`config.mk`:
```
export PLATFORM = sky130hd
export DESIGN_NAME = u_stream
export DESIGN_NICKNAME = d
export VERILOG_FILES = /design/src/rtl/u_stream.sv
export SDC_FILE = /design/constraint.sdc
export NUM_CORES = 1
export LEC_CHECK = 0
export ABC_AREA = 1
export CAP_MARGIN = 20
export CORE_UTILIZATION = 45
export DETAILED_ROUTE_END_ITERATION = 8
export PLACE_DENSITY_LB_ADDON = 0.15
export RECOVER_POWER = 50
export SLEW_MARGIN = 20
export SYNTH_ARGS = -nofsm -noshare
export SYNTH_HDL_FRONTEND = slang
export SYNTH_SLANG_ARGS = --single-unit
export TNS_END_PERCENT = 20
```
`constraint.sdc`:
```
create_clock -name clk -period 4.8 [get_ports clk]
set_input_delay 1.2 -clock clk [delete_from_list [all_inputs] [get_ports clk]]
set_output_delay 1.2 -clock clk [all_outputs]
set_load 0.005 [all_outputs]
```
`src/rtl/u_stream.sv`:
```
// u_stream: valid/ready classifier for unary (thermometer) codes and their complements.
// Results pass through a 2-entry main/skid buffer. The error counter is built only when `U_STREAM_ERR_CNT_EN is defined.
module u_stream #(
   parameter int W                     = 16,
   parameter bit P_ADMIT_COMPLIMENT_EN = 1'b1,
   parameter int ERR_CNT_W             = 8
) (
   input  logic                 clk,
   input  logic                 rst_n,
   input  logic                 i_vld,
   input  logic [W-1:0]         i_x,
   output logic                 o_rdy,
   output logic                 o_vld,
   input  logic                 i_rdy,
   output logic                 o_is_unary,
   output logic                 o_is_compliment,
   output logic [$clog2(W)-1:0] o_len,
   input  logic                 i_err_clr,
   output logic [ERR_CNT_W-1:0] o_err_cnt
);

   localparam int LW = $clog2(W);
   localparam int EW = LW + 2;

   logic [W-1:0]  w_inv;
   logic          w_isStd;
   logic          w_isCmp;
   logic          w_unary;
   logic [LW-1:0] w_stdLen;
   logic [LW-1:0] w_cmpLen;
   logic [LW-1:0] w_len;
   logic [EW-1:0] w_entry;
   logic          w_acc;
   logic          w_emit;

   logic [EW-1:0] r_main;
   logic [EW-1:0] r_skid;
   logic          r_mainVld;
   logic          r_skidVld;
   logic          r_rdy;

   logic [EW-1:0] w_mainNxt;
   logic [EW-1:0] w_skidNxt;
   logic          w_mainVldNxt;
   logic          w_skidVldNxt;

   // A run of ones from bit 0 has no carry overlap with x+1.
   // All-ones is excluded, so the standard and complement sets stay disjoint.
   assign w_inv   = ~i_x;
   assign w_isStd = ((i_x & (i_x + W'(1))) == '0) && (i_x != '1);
   assign w_isCmp = P_ADMIT_COMPLIMENT_EN && ((w_inv & (w_inv + W'(1))) == '0) && (i_x != '0);
   assign w_unary = w_isStd | w_isCmp;

   // For an admitted code the top bit never contributes, so W-1 bits keep the count within LW bits.
   always_comb begin
      w_stdLen = '0;
      w_cmpLen = '0;
      for (int i = 0; i < W - 1; i++) begin
         w_stdLen = w_stdLen + LW'(i_x[i]);
         w_cmpLen = w_cmpLen + LW'(w_inv[i]);
      end
   end

   assign w_len   = w_isStd ? w_stdLen : (w_isCmp ? w_cmpLen : '0);
   assign w_entry = {w_unary, w_isCmp, w_len};

   assign w_acc  = i_vld & r_rdy;
   assign w_emit = r_mainVld & i_rdy;

   always_comb begin
      w_mainNxt    = r_main;
      w_skidNxt    = r_skid;
      w_mainVldNxt = r_mainVld;
      w_skidVldNxt = r_skidVld;
      if (r_skidVld) begin
         if (w_emit) begin
            w_mainNxt    = r_skid;
            w_skidVldNxt = 1'b0;
         end
      end else if (r_mainVld) begin
         if (w_emit && w_acc) begin
            w_mainNxt = w_entry;
         end else if (w_emit) begin
            w_mainVldNxt = 1'b0;
         end else if (w_acc) begin
            w_skidNxt    = w_entry;
            w_skidVldNxt = 1'b1;
         end
      end else if (w_acc) begin
         w_mainNxt    = w_entry;
         w_mainVldNxt = 1'b1;
      end
   end

   always_ff @(posedge clk) begin
      if (!rst_n) begin
         r_main    <= '0;
         r_skid    <= '0;
         r_mainVld <= 1'b0;
         r_skidVld <= 1'b0;
         r_rdy     <= 1'b0;
      end else begin
         r_main    <= w_mainNxt;
         r_skid    <= w_skidNxt;
         r_mainVld <= w_mainVldNxt;
         r_skidVld <= w_skidVldNxt;
         r_rdy     <= ~w_skidVldNxt;
      end
   end

   assign o_vld = r_mainVld;
   assign o_rdy = r_rdy;
   assign {o_is_unary, o_is_compliment, o_len} = r_main;

`ifdef U_STREAM_ERR_CNT_EN
   logic [ERR_CNT_W-1:0] r_errCnt;

   // Counting happens at accept time. A clear wins over a same-cycle reject.
   always_ff @(posedge clk) begin
      if (!rst_n || i_err_clr) begin
         r_errCnt <= '0;
      end else if (w_acc && !w_unary && (r_errCnt != '1)) begin
         r_errCnt <= r_errCnt + ERR_CNT_W'(1);
      end
   end

   assign o_err_cnt = r_errCnt;
`else
   logic w_unused;
   assign w_unused  = i_err_clr;
   assign o_err_cnt = '0;
`endif

endmodule

```
==> run summary <==
========================================================================================================
Flop-to-flop setup slack                                                                         3400 ps
Initial standard-cell utilization of the core                                                      0.480
End point of the most critical hold path                                                       r_main[2]
1st-pass router iterations                                                                             4
Total power draw                                                                              0.000539 W
RSZ-0062 raised after global routing                                                                  no
Register cell area after layout                                                                300 sq um
Area of placed instances                                                                      2430 sq um
Clock sink total                                                                                      15
Largest fanout on the critical path                                                                    2
Highest attainable clock frequency                                                               215 MHz
Placed cell count                                                                                    401
Diodes inserted                                                                                        0
CTS tree                                                                                            done
Combined area of the multi-input logic cells                                                  1390 sq um
Chip Width                                                                                       68.3 um
Source of the worst register-to-register timing path                                           r_skidVld
Standard cell core area                                                                       4120 sq um
Per-cell routed wire length                                                                      10.4 um
Final hold violation count                                                                             0
Total via count in the routed design                                                               1,889
Leakage power summed over all cells                                                              1.32 nW
Endpoint kind of the worst setup timing path                                                        flop
Complex-gate fraction of the synthesized area                                                     0.0968
Area Growth Syn to Fin                                                                             26.5%
Xor/xnor share of the synthesized area                                                           0.00886
Pin count of the biggest net entering global routing                                                  12
Final wirelength                                                                                 4250 um
Post-Route Skew                                                                                  4.82 ps
Number of enable-type register cells in the synthesized netlist                                        0
Peak supply drop                                                                                0.196 mV
Number of design-rule violations left by the first detailed-router iteration                         101
Multiplexer fraction of the synthesized cell area                                                      0
DIE AREA                                                                                      4660 sq um
Via count of the first global-routing pass                                                         1,813
Gate count of the mapped netlist                                                                     305
Remaining global-route overflow                                                                        0
Max-cap viol count                                                                                     0
Category of the critical setup timing path                                                     in -> reg
Worst EP required                                                                                4980 ps
Final period util                                                                                  0.970
Die Ht                                                                                           68.3 um
I/O pins                                                                                              37
Worst reg-to-reg path cell count                                                                       8
Worst setup timing slack at the placement stage                                                  -404 ps
Destination of the worst register-to-register timing path                                      r_main[5]
Top post-synthesis cells by area                                                            sky130_fd_sc_hd__fa_1 20%, sky130_fd_sc_hd__dfxtp_1 15%, sky130_fd_sc_hd__nand2_1 13%
Proportion of synthesized chip area in sequential cells                                            0.152
Proportion of layout cells with a drive suffix above 1                                             0.140
Post-route insts no fill                                                                             407
Worst Setup Start Kind                                                                        input port
Worst hold path cell count                                                                             2
Worst-skew pair later-pin latency                                                                 250 ps
Via density                                                                                         4.64
Final critical-path required period                                                              4650 ps
Remaining antenna violation count                                                                      0
CTS HTree Levels                                                                                       1
Count of unique library cells instantiated by Yosys                                                   26
Share of flip-flops with an asynchronous set or reset                                                  0
Row count                                                                                             23
Post-Synth Simple-Gate Area                                                                        0.315
Post-CTS clock slew at the launch and capture registers of the worst setup and hold paths          60 ps
Syn Area/Cell                                                                                 6.48 sq um
Post-layout net count                                                                                409
Total GRT Usage                                                                                    0.208
Post-synthesis register bit count                                                                     15
Total negative slack                                                                                0 ps
Yosys top cell area share                                                                          0.203
# port buffers                                                                                        27
Most common library cell in the layout ignoring fill and taps                               sky130_fd_sc_hd__nand2_1
Startpoint of the most critical hold path                                                      r_main[2]
Setup slack of the critical path after layout                                                     145 ps
CTS Hold Buffers Added                                                                                 0
Power per cell area                                                                          215 nW/um^2
Kind of path behind the tightest hold check                                                   reg -> reg
Adder and majority gate portion of the synthesized area                                            0.266
Main combinational cell family by area after synthesis                                      simple AND/OR/NAND/NOR gates
Final count of negative-setup-slack endpoints                                                          0
Maximum root-to-sink buffer count                                                                      2
Antenna violations before repair                                                                       0
Arrival time of the worst setup path                                                             4830 ps
Non-Filler Cell Area, Final                                                                   2500 sq um
Result of the run                                                                              completed
Count of final max-slew check failures                                                                 0
Mapped Area                                                                                   1980 sq um
Most frequently used flop master after synthesis                                            sky130_fd_sc_hd__dfxtp_1
Placer Congestion                                                                                  0.907
Hpwl dp                                                                                          3620 um
Final routed DRC violation total                                                                       0
CTS Buf Count                                                                                          3
Most used cells in the layout excluding fill and tap cells                                  71 x sky130_fd_sc_hd__nand2_1, 58 x sky130_fd_sc_hd__inv_1, 43 x sky130_fd_sc_hd__nor2_1
Cell type contributing the most total cell area after synthesis                             sky130_fd_sc_hd__fa_1
YS warnings                                                                                            0
Buffer type at the clock tree root                                                          sky130_fd_sc_hd__clkbuf_8
First-pass GRT wire length                                                                       7390 um
Final-layout fill cell count                                                                         408
========================================================================================================
[cell families after synthesis]
kind of cell	Yosys count
compound gates	34
xor+xnor	2
fa+ha+maj	30
buf+inv	76
flops	15
other cells	1
simple gates	147
[layer usage]
| layer | track usage | vias up | share of wire |
|---|---|---|---|
| met4 | 0.0234 | 0 | 0 |
| met5 | 0 | - | 0 |
| met2 | 0.366 | 32 | 0.47 |
| li1 | - | 1006 | - |
| met1 | 0.272 | 851 | 0.50 |
| met3 | 0.0350 | 0 | 0.031 |
[cell usage after synthesis, drive strengths merged, types with 2 or more instances]
cell	number
inv	63
o211ai	7
buf	8
nand4	2
o21ai	12
dfxtp	15
nor2	50
fa	20
nand3	17
clkbuf	2
clkinv	3
a21oi	15
nand2	75
ha	10
xnor2	2
[flip-flops by register name (all words and copies together), names as in the netlist]
| name | flops |
|---|---|
| o_rdy | 1 |
| r_main | 6 |
| r_skid | 6 |
| r_skidVld | 1 |
| o_vld | 1 |
[worst max-delay path: stages]
cell and delay [ps]:
sky130_fd_sc_hd__dlygate4sd2_1 260, sky130_fd_sc_hd__buf_6 120, sky130_fd_sc_hd__fa_1 520, sky130_fd_sc_hd__inv_1 50, sky130_fd_sc_hd__fa_1 550, sky130_fd_sc_hd__fa_1 420
sky130_fd_sc_hd__fa_1 470, sky130_fd_sc_hd__fa_2 380, sky130_fd_sc_hd__inv_2 70, sky130_fd_sc_hd__fa_1 400, sky130_fd_sc_hd__inv_1 70, sky130_fd_sc_hd__nand2_1 60
sky130_fd_sc_hd__nand3_1 90, sky130_fd_sc_hd__nand2_1 70, sky130_fd_sc_hd__a21oi_2 100
[how the worst max path moves through the flow]
stage	from	to	slack (ps)
floorplan	i_x[0]	r_main[1]	190
global placement	i_x[0]	r_main[1]	-400
detailed placement	i_x[0]	r_main[1]	-400
CTS	i_x[0]	r_main[1]	90
global route	i_x[0]	r_skid[3]	0.1
finish	i_x[0]	r_main[1]	150
[per-stage QoR]
step                hold WS (ps)  utilization
floorplan                    462            -
global placement             455        0.591
detailed placement           455        0.591
CTS                          464        0.608
global route                 491        0.607
finish                       459        0.607
[final cells by class]
cell class                 instances  area share
clock buffer                       3      0.0165
clock inverter                     1     0.00200
timing repair buffer              51       0.181
sequential                        15       0.120
multi-input combinational        221       0.557
inverter                          66      0.0991
tap                               50      0.0250
[repair_timing]
item | CTS | global route
hold endpoints to repair | 0 | 0
setup buffers | 2 | 0
pin swaps | 6 | 7
setup endpoints to repair | 3 | 2
gates resized for setup | 12 | 6
[where the power goes]
part	leakage (nW)	total (W)	switching, W	internal (W)
logic	1.18	0.000310	0.000164	0.000146
registers	0.122	0.000128	0.000000923	0.000127
clock network	0.0255	0.000101	0.0000440	0.0000575
total	1.32	0.000539	0.000209	0.000330
Note: power is estimated with default switching activity, not from simulation.
